$ cat src/rtl/receiver.sv
// 8N1 UART receiver: 2-flop synchroniser, mid-bit sampling FSM,
// one-entry holding register with framing-error and overrun pulses.
module receiver #(
    parameter int OVERSAMPLE = 16
) (
    input  logic       clk,
    input  logic       rst_n,
    input  logic       rx_serial_in,
    input  logic       rx_data_ready,
    output logic [7:0] rx_data,
    output logic       rx_data_valid,
    output logic       rx_framing_err,
    output logic       rx_overrun
);

    localparam int CW = $clog2(OVERSAMPLE);
    localparam logic [CW-1:0] HALF = CW'(OVERSAMPLE / 2 - 1);
    localparam logic [CW-1:0] FULL = CW'(OVERSAMPLE - 1);

    localparam logic [2:0] IDLE  = 3'd0;
    localparam logic [2:0] START = 3'd1;
    localparam logic [2:0] DATA  = 3'd2;
    localparam logic [2:0] STOP  = 3'd3;
    localparam logic [2:0] BRK   = 3'd4;

    logic          sync1;
    logic          rxs;
    logic [2:0]    state;
    logic [CW-1:0] cnt;
    logic [2:0]    bit_idx;
    logic [7:0]    shreg;

    always_ff @(posedge clk or negedge rst_n) begin
        if (!rst_n) begin
            sync1 <= 1'b1;
            rxs   <= 1'b1;
        end else begin
            sync1 <= rx_serial_in;
            rxs   <= sync1;
        end
    end

    always_ff @(posedge clk or negedge rst_n) begin
        if (!rst_n) begin
            state          <= IDLE;
            cnt            <= '0;
            bit_idx        <= '0;
            shreg          <= '0;
            rx_data        <= '0;
            rx_data_valid  <= 1'b0;
            rx_framing_err <= 1'b0;
            rx_overrun     <= 1'b0;
        end else begin
            rx_framing_err <= 1'b0;
            rx_overrun     <= 1'b0;
            // A host transfer frees the register; a coinciding delivery reloads it below.
            if (rx_data_valid && rx_data_ready)
                rx_data_valid <= 1'b0;
            case (state)
                IDLE: begin
                    if (!rxs) begin
                        state <= START;
                        cnt   <= '0;
                    end
                end
                START: begin
                    cnt <= cnt + 1'b1;
                    if (cnt == HALF) begin
                        cnt     <= '0;
                        bit_idx <= '0;
                        state   <= rxs ? IDLE : DATA;
                    end
                end
                DATA: begin
                    cnt <= cnt + 1'b1;
                    if (cnt == FULL) begin
                        cnt     <= '0;
                        shreg   <= {rxs, shreg[7:1]};
                        bit_idx <= bit_idx + 1'b1;
                        if (bit_idx == 3'd7)
                            state <= STOP;
                    end
                end
                STOP: begin
                    cnt <= cnt + 1'b1;
                    if (cnt == FULL) begin
                        cnt <= '0;
                        if (rxs) begin
                            state <= IDLE;
                            if (!rx_data_valid || rx_data_ready) begin
                                rx_data       <= shreg;
                                rx_data_valid <= 1'b1;
                            end else begin
                                rx_overrun <= 1'b1;
                            end
                        end else begin
                            rx_framing_err <= 1'b1;
                            state          <= BRK;
                        end
                    end
                end
                BRK: begin
                    if (rxs)
                        state <= IDLE;
                end
                default: state <= IDLE;
            endcase
        end
    end

endmodule

$ cat config.mk
export PLATFORM = sky130hd
export DESIGN_NAME = receiver
export DESIGN_NICKNAME = d
export VERILOG_FILES = /design/src/rtl/receiver.sv
export SDC_FILE = /design/constraint.sdc
export NUM_CORES = 1
export LEC_CHECK = 0
export CAP_MARGIN = 10
export CORE_MARGIN = 2
export CORE_UTILIZATION = 47
export CTS_CLUSTER_SIZE = 10
export DETAILED_ROUTE_END_ITERATION = 10
export PLACE_DENSITY_LB_ADDON = 0.2
export RECOVER_POWER = 25
export SLEW_MARGIN = 25
export SYNTH_ARGS = -nofsm -noshare
export SYNTH_HDL_FRONTEND = slang
export SYNTH_SLANG_ARGS = --single-unit
$ cat constraint.sdc
create_clock -name clk -period 1.5 [get_ports clk]
set_input_delay 0.3 -clock clk [delete_from_list [all_inputs] [get_ports clk]]
set_output_delay 0.3 -clock clk [all_outputs]
set_load 0.01 [all_outputs]
### Yosys cells after proc, flatten, opt, wreduce, memory -nomap -nowiden

Index checks and enable logic that the tools add are counted.
Widths: inputs -> output; s select.

* register bits: 31

* $add $sub $neg: 2
* equal/unequal tests: 13
* mux-type cells: 28
* reductions and logical operators: 12

Operator list (count)
* $mux 3: 9
* $pmux 3 s5: 1
* $mux 1: 12
* $mux 4: 3
* $ne 2x2->1 const B: 6
* $pmux 4 s3: 1
* $eq 3x2->1 const B: 2
* $eq 3x3->1 const B: 2
* $pmux 3 s2: 1
* $reduce_and 6->1: 1
* $add 4x1->4 const B: 1
* $eq 4x3->1 const B: 1
* $eq 4x4->1 const B: 1
* $reduce_and 2->1: 2
* $reduce_and 4->1: 1
* $add 3x1->3 const B: 1
* $eq 3x1->1 const B: 1
* $logic_not 3->1: 1
* $reduce_and 3->1: 1
* $reduce_bool 3->1: 1
* $mux 2: 1
* $reduce_bool 2->1: 1
* $reduce_or 2->1: 1
* $logic_and 1x1->1: 1
* 2 further kinds: 2

### Depth between registers and ports, before layout

Gate-level depths: netlist (run 1).

* word-level depth: 6
* gate-level depth with buffers: 5
* depth with buffers taken out: 5

### Least setup slack after synthesis (run 1)

Ideal clock, no wire load.

* kind: register -> register
* from: register cnt[0]
* to: register shreg[7]
* library setup time: 0.128 ns
* data arrival time: 1.431 ns
* data required time: 1.372 ns
* path slack: -0.059 ns
* stages on the path, launching flop included: 6
* buffers on the path: 1
* path through: dfrtp_1 > ha_1 > and3_2 > and2_1 > buf_6 > mux2_1

* longest elaborated chain between the ends: 2

Ends and longest elaborated chain
* start: declaration: RTL line 29 `logic [CW-1:0] cnt;`
* start signal: assignment: RTL line 67 `cnt <= cnt + 1'b1;`
* start signal: assignment: RTL line 75 `cnt <= cnt + 1'b1;`
* start signal: assignment: RTL line 85 `cnt <= cnt + 1'b1;`
* $eq 4x4->1: RTL line 76 `if (cnt == FULL) begin`
* $reduce_and 2->1 (no source line)
* end signal: assignment: RTL line 78 `shreg <= {rxs, shreg[7:1]};`
* end: declaration: RTL line 31 `logic [7:0] shreg;`

Every way passes these cells.
A chain may end at the register's enable or synchronous reset.

### Worst setup path after layout (run 1)

* from: register cnt[0]
* to: register shreg[2]

Same word-level chain as after synthesis.

==> results of run 1 <==
## cells by family (layout without fill, tap and decap cells)
logic type	Yosys count	in the layout	share of synthesized area, %
AO/OA/AOI/OAI	11	11	7.092
adder cells (fa/ha/maj)	3	3	2.728
multiplexers	21	21	16.82
buffers and inverters	9	44	3.273
AND/OR/NAND/NOR	30	30	12.91
XOR/XNOR	1	1	0.6365
flip-flops	31	31	56.55
## layout by cell type, fill, tap and decap left out, drive strengths merged, types with 4 or more instances in the layout
cell type    count
dfrtp           29
buf             17
mux2            17
dlygate4sd2      9
nand2            8
clkbuf           7
nor2             6
inv              5
mux2i            4
## layer usage
| metal | vias to the layer above | GRT usage, % | wire, um |
|---|---|---|---|
| met5 | - | 0 | 0 |
| met4 | 0 | 7.641 | 39 |
| met3 | 6 | 5.580 | 116 |
| met2 | 18 | 26.95 | 1243 |
| met1 | 455 | 20.64 | 1146 |
| li1 | 437 | - | - |
## power groups by stage
stage          combinational [uW]  sequential (uW)  clock [uW]
6_report                      841             1050         599
4_1_cts                       778             1040         621
5_1_grt                       922             1060         671
3_3_place_gp                  687             1050           0
2_1_floorplan                 463             1040           0
3_5_place_dp                  716             1060           0
## critical path, stage by stage (launching register included)
cell	delay, ps
dfrtp_1	370
ha_2	210
and3_4	230
and2_4	160
buf_6	110
mux2_2	320
## how the worst min path moves through the flow
| stage | from | endpoint | slack, ps | cells after the start |
|---|---|---|---|---|
| 6_report | sync1 | rxs | 360 | 0 |
| 5_1_grt | sync1 | rxs | 360 | 0 |
| 4_1_cts | rst_n | bit_idx[2] | 340 | 2 |
| 3_5_place_dp | sync1 | rxs | 350 | 0 |
| 3_3_place_gp | sync1 | rxs | 350 | 0 |
| 2_1_floorplan | rst_n | bit_idx[0] | 4 | 0 |
## flip-flops by register name, indices dropped and copies added, names as in the netlist
| signal | cells |
|---|---|
| rx_data_valid | 1 |
| rx_overrun | 1 |
| bit_idx | 3 |
| rx_framing_err | 1 |
| sync1 | 1 |
| shreg | 8 |
| cnt | 4 |
| rxs | 1 |
| state | 3 |
| rx_data | 8 |
## area by class of cell
class | instances | area [um2] | share of cell area (%)
multi-input cells | 66 | 594.3 | 33.47
inverters | 5 | 18.77 | 1.057
clock inverters | 1 | 30.03 | 1.691
repair buffers | 32 | 274.0 | 15.43
well taps | 31 | 38.79 | 2.185
clock buffers | 6 | 41.29 | 2.326
flip-flops and latches | 31 | 778.2 | 43.83
## metrics by stage
stage	utilization (%)	power (uW)	setup TNS, ps	setup slack [ps]
global route	64.38	2652	-170.5	-37.66
floorplan	-	1501	0	24.63
detailed placement	59.66	1773	-962.8	-110.4
CTS	62.93	2440	0	2.282
finish	64.38	2486	-21.32	-11.43
global placement	59.66	1735	-556.5	-69.74
## what timing repair did
item	4_1_cts	5_1_grt
buffers inserted	3	2
resized for setup	11	11
hold buffers	0	0
setup endpoints to repair	17	17
pin swaps	1	2
==> metrics.md, run 1 <==
| Metric | Value |
|---|---|
| Final worst path period need | `1511 ps` |
| Netlist Area Pre-Place | `0.001376 mm2` |
| Vias in the first global route | `960` |
| Worst skew pair latency | `310 ps` |
| RR Startpoint | `cnt[0]` |
| PnR worst setup slack | `-11.43 ps` |
| Die height | `58.12 um` |
| Failing checks | `setup timing` |
| Final Slew Violations | `0` |
| Combinational power share | `33.8%` |
| CP startpoint kind | `flip-flop` |
| Placer Congestion | `0.7676` |
| Yosys top cell by area | `dfrtp_1` |
| WL/cell | `14.80 um` |
| Initial core utilization | `49.91%` |
| Nets | `148` |
| Post-synth EDFFs | `0` |
| Max Buffers Root-to-Sink | `2` |
| Cts bufs inserted | `5` |
| Fin cells | `172` |
| Critical Path Source | `cnt[0]` |
| CP Max Fanout | `4` |
| Via count | `916` |
| Synth top cells by count | `dfrtp_1, mux2_2, nand2_1` |
| Final worst-path cycle share | `100.8%` |
| Fillcell total | `233` |
| Clock sink total | `31` |
| Port Buffers | `14` |
| RSZ-0062 raised after global routing | `yes` |
| Cell variety after synth | `34` |
| Post-synth top area share | `52.73%` |
| Share of post-route cells with drive strength above 1 | `36.88%` |
| First-pass GRT wire length | `4257 um` |
| Iteration-0 DRC Markers | `8` |
| Flop-to-flop setup slack | `-10 ps` |
| Max Cap Viol | `0` |
| Synth Register Bits | `31` |
| Crit Reg-Reg Endpoint | `shreg[2]` |
| Vias per cell | `5.326` |
| Initial antenna violation count | `0` |
| Switch Pwr | `741.8 uW` |
| Post-Place Cells | `160` |
| Rel. slew slack | `50.76%` |
| # diodes | `0` |
| First-pass iteration count of the detailed router | `4` |
| Hold Fails Final Rpt | `0` |
| Cell Area, Placed | `0.001645 mm2` |
| Crit. End Element | `flip-flop` |
| Die width | `58.12 um` |
| DRC viols | `0` |
| Synth area leaders | `dfrtp_1, mux2_2, dfstp_2` |
| Final WL | `2545 um` |
| CTS tree | `done` |
| Actual slew at the worst max-slew pin | `738.6 ps` |
| Final Instance Area | `0.001775 mm2` |
| # IOs | `15` |
| Mean post-synth cell area | `12.98 um2` |
| Area Overhead vs Synth | `29.00%` |
| Max Freq | `0.6616 GHz` |
| Static leakage | `0.0009189 uW` |
| GRT overflow | `0` |
| Worst VDD drop | `1.451 mV` |
| Syn Nets | `113` |
| Overall global routing resource usage | `16.82%` |
| Yosys warnings | `0` |
| CP endpoint | `shreg[2]` |
| Post-synthesis async set-or-reset flop share | `100.0%` |
| Min Hold Slack | `360.2 ps` |
| Post-DRT Antenna Nets | `0` |
| H-tree depth | `2` |
| Rows | `19` |
| Internal Power | `1745 uW` |
| Top-count cell post-synth | `dfrtp_1` |
| Worst-path clk slew | `90 ps` |
| PD cells | `1400 mW/mm2` |
| Die area | `0.003377 mm2` |
| Cells after synthesis | `106` |
| Clock skew | `4.307 ps` |
| Sequential-to-total area share from yosys stat | `56.55%` |
| Synth Flop Type | `dfrtp_1` |
| Root Driver | `clkbuf_4` |
| Clock group share of total power | `24.1%` |
| Largest net degree at the start of global routing | `32` |
| Sw Share | `29.83%` |
| Reg power frac | `42.1%` |
| Worst reg2reg path depth | `5` |
| Status | `finished with violations` |
| Final setup violation count | `2` |
| Crit path required time | `1700 ps` |
| Post-DP HPWL | `1773 um` |
| Worst path arrival time | `1720 ps` |
| Core Footprint | `0.002758 mm2` |
| Hold crit path type | `flip-flop to flip-flop` |
| CP Class | `flip-flop to flip-flop` |
Power figures use the tool's default switching activity.
==> run 2, diff against run 1 <==
--- a/config.mk
+++ b/config.mk
@@ -11,7 +11,6 @@
 export CTS_CLUSTER_SIZE = 10
 export DETAILED_ROUTE_END_ITERATION = 10
 export PLACE_DENSITY_LB_ADDON = 0.2
-export RECOVER_POWER = 25
 export SLEW_MARGIN = 25
 export SYNTH_ARGS = -nofsm -noshare
 export SYNTH_HDL_FRONTEND = slang
==> run 2 against run 1 <==
  * The run still ends with setup timing left
  * Critical path type unchanged
  * Largest power group unchanged
  * Worst hold slack lost 20 ps
  * Setup slack about the same
  * Critical endpoint unchanged
  * Clock power hardly changed
  * Highest routed layer unchanged
  * Die area unchanged
==> metrics.md, run 2 (same netlist as run 1, synthesis figures left out) <==
| Metric | Value |
|---|---|
| Status | `finished with violations` |
| Failing checks | `setup timing` |
| Placer Congestion | `0.7676 (unchanged)` |
| Fin cells | `172 (unchanged)` |
| Worst-path clk slew | `90 ps (about the same)` |
| CP endpoint | `shreg[2]` |
| Initial core utilization | `49.91% (unchanged)` |
| CP Max Fanout | `4 (unchanged)` |
| Worst skew pair latency | `310 ps (about the same)` |
| Share of post-route cells with drive strength above 1 | `36.88% (unchanged)` |
| Post-CTS Hold Fix Bufs | `0 (unchanged)` |
| Cell chain of the critical path | `ha_2 -> and3_4 -> and2_4 -> buf_6 -> mux2_2` |
| Worst path arrival time | `1720 ps (about the same)` |
| Area Overhead vs Synth | `30.09%` |
| Initial antenna violation count | `0 (unchanged)` |
| CP startpoint kind | `flip-flop` |
| Actual slew at the worst max-slew pin | `343.1 ps (-395.5 ps)` |
| Worst VDD drop | `1.452 mV (about the same)` |
| Switch Pwr | `742.7 uW (+0.13%)` |
| Overall global routing resource usage | `16.82% (unchanged)` |
| Worst path slowest cell | `dfrtp_1` |
| Largest net degree at the start of global routing | `32 (unchanged)` |
| Max Buffers Root-to-Sink | `2 (unchanged)` |
| PD cells | `1392 mW/mm2 (-0.58%)` |
| Vias per cell | `5.320 (-0.11%)` |
| First-pass GRT wire length | `4257 um (unchanged)` |
| Post-Place Cells | `160 (unchanged)` |
| Port Buffers | `14 (unchanged)` |
| Crit path required time | `1700 ps (about the same)` |
| # IOs | `15 (unchanged)` |
| Reg power frac | `42.0% (about the same)` |
| First-pass iteration count of the detailed router | `4 (unchanged)` |
| Final WL | `2547 um (about the same)` |
| PnR worst setup slack | `-11.42 ps (+0.001600 ps)` |
| Flop-to-flop setup slack | `-10 ps (about the same)` |
| WL/cell | `14.81 um (about the same)` |
| Rel. slew slack | `77.05% (+26 points)` |
| Die width | `58.12 um (unchanged)` |
| Power Total | `2493 uW (+0.26%)` |
| Crit path max-delay family | `simple AND/OR/NAND/NOR gates` |
| Nets | `148 (unchanged)` |
| Clock skew | `4.307 ps (unchanged)` |
| Most common cell after layout, fill and taps aside | `dfrtp_1` |
| CP Class | `flip-flop to flip-flop` |
| Core Footprint | `0.002758 mm2 (unchanged)` |
| # diodes | `0 (unchanged)` |
| Place WS | `-110.4 ps (unchanged)` |
| Hold Fails Final Rpt | `0 (unchanged)` |
| Final Slew Violations | `0 (unchanged)` |
| Rows | `19 (unchanged)` |
| Sw Share | `29.79% (-0.039 points)` |
| Vias in the first global route | `960 (unchanged)` |
| RSZ-0062 raised after global routing | `yes` |
| Max Freq | `0.6616 GHz (about the same)` |
| Final Instance Area | `0.001790 mm2 (+0.85%)` |
| CTS tree | `done` |
| Critical Path Source | `cnt[0]` |
| Slowest stage delay, CP | `370 ps (about the same)` |
| Clock sink total | `31 (unchanged)` |
| Final setup violation count | `2 (unchanged)` |
| Die area | `0.003377 mm2 (unchanged)` |
| Worst reg2reg path depth | `5 (unchanged)` |
| Cts bufs inserted | `5 (unchanged)` |
| Final worst-path cycle share | `100.8% (about the same)` |
| Max Cap Viol | `0 (unchanged)` |
| WP buf/inv | `1 (unchanged)` |
| Post-DP HPWL | `1773 um (unchanged)` |
| Hold crit path type | `input port to asynchronous set/reset pin` |
| Iteration-0 DRC Markers | `8 (unchanged)` |
| Static leakage | `0.0009237 uW (+0.51%)` |
| Root Driver | `clkbuf_4` |
| Internal Power | `1750 uW (+0.31%)` |
| Final worst path period need | `1511 ps (-0.001600 ps)` |
| Most frequent cells in the layout | `dfrtp_1, buf_4, mux2_2` |
| Via count | `915 (-0.11%)` |
| DRC viols | `0 (unchanged)` |
| Clock group share of total power | `24.0% (about the same)` |
| Worst path depth | `5 (unchanged)` |
| Combinational power share | `34.0% (+0.2 points)` |
| GRT overflow | `0 (unchanged)` |
| Die height | `58.12 um (unchanged)` |
| Crit. End Element | `flip-flop` |
| H-tree depth | `2 (unchanged)` |
| Fillcell total | `231 (-0.86%)` |
| Cell Area, Placed | `0.001645 mm2 (unchanged)` |
| RR Startpoint | `cnt[0]` |
| Crit Reg-Reg Endpoint | `shreg[2]` |
| Post-DRT Antenna Nets | `0 (unchanged)` |
| Largest registers | `rx_data x8, shreg x8, cnt x4` |
## run 2: changes by cell type in the layout (fill, tap and decap cells not counted), sizes merged
cell,delta
clkdlybuf4s50,+2
dlygate4sd3,-2
buf,+1
clkbuf,-1
## run 2: final cells by class
type / count / area (um2) / share of cell area (%)
sequential: 31 / 778.2 / 43.47
tap: 31 / 38.79 / 2.166
clock inverter: 1 / 30.03 / 1.677
clock buffer: 6 / 41.29 / 2.306
timing repair buffer: 32 / 289.0 / 16.14
inverter: 5 / 18.77 / 1.048
multi-input combinational: 66 / 594.3 / 33.19
## run 2: what timing repair did
item	4_1_cts	5_1_grt
setup endpoints to repair	17	17
resized for setup	11	11
pin swaps	1	2
buffers inserted	3	2
cloned	0	0
## run 2: worst min path at each step
stage	slack (ps)	to	from	cells after the start
2_1_floorplan	4	bit_idx[0]	rst_n	0
3_3_place_gp	350	rxs	sync1	0
3_5_place_dp	350	rxs	sync1	0
4_1_cts	340	bit_idx[2]	rst_n	2
5_1_grt	330	rx_data[6]	rst_n	2
6_report	340	cnt[0]	rst_n	2
## run 2: per-stage QoR
| step | hold slack, ps | util, % | TNS, ps |
|---|---|---|---|
| after floorplan | 4.409 | - | 0 |
| after global placement | 346.2 | 59.66 | -556.5 |
| after detailed placement | 347.6 | 59.66 | -962.8 |
| after CTS | 343.8 | 62.93 | 0 |
| after global routing | 329.7 | 64.93 | -170.5 |
| final | 340.6 | 64.93 | -21.32 |
## run 2: power by group through the flow
stage	clock, uW	sequential (uW)	combinational, uW
final	599	1050	847
after global routing	671	1060	928
after CTS	621	1040	778
after detailed placement	0	1060	716
after global placement	0	1050	687
after floorplan	0	1040	463
## run 2: metal layers
layer | routed length (um) | GRT usage, % | share of wire [%] | vias up
met5 | 0 | 0 | 0 | -
met4 | 39 | 7.641 | 1.5 | 0
met3 | 116 | 5.580 | 4.6 | 6
met2 | 1244 | 26.95 | 49 | 18
met1 | 1147 | 20.64 | 45 | 454
li1 | - | - | - | 437
==> run 3, diff against run 2 <==
--- a/config.mk
+++ b/config.mk
@@ -10,6 +10,7 @@
 export CORE_UTILIZATION = 47
 export CTS_CLUSTER_SIZE = 10
 export DETAILED_ROUTE_END_ITERATION = 10
+export HOLD_SLACK_MARGIN = 0.05
 export PLACE_DENSITY_LB_ADDON = 0.2
 export SLEW_MARGIN = 25
 export SYNTH_ARGS = -nofsm -noshare
==> results of run 3 <==
Same layout as run 2: the final DEF is identical, and so are final timing and power.
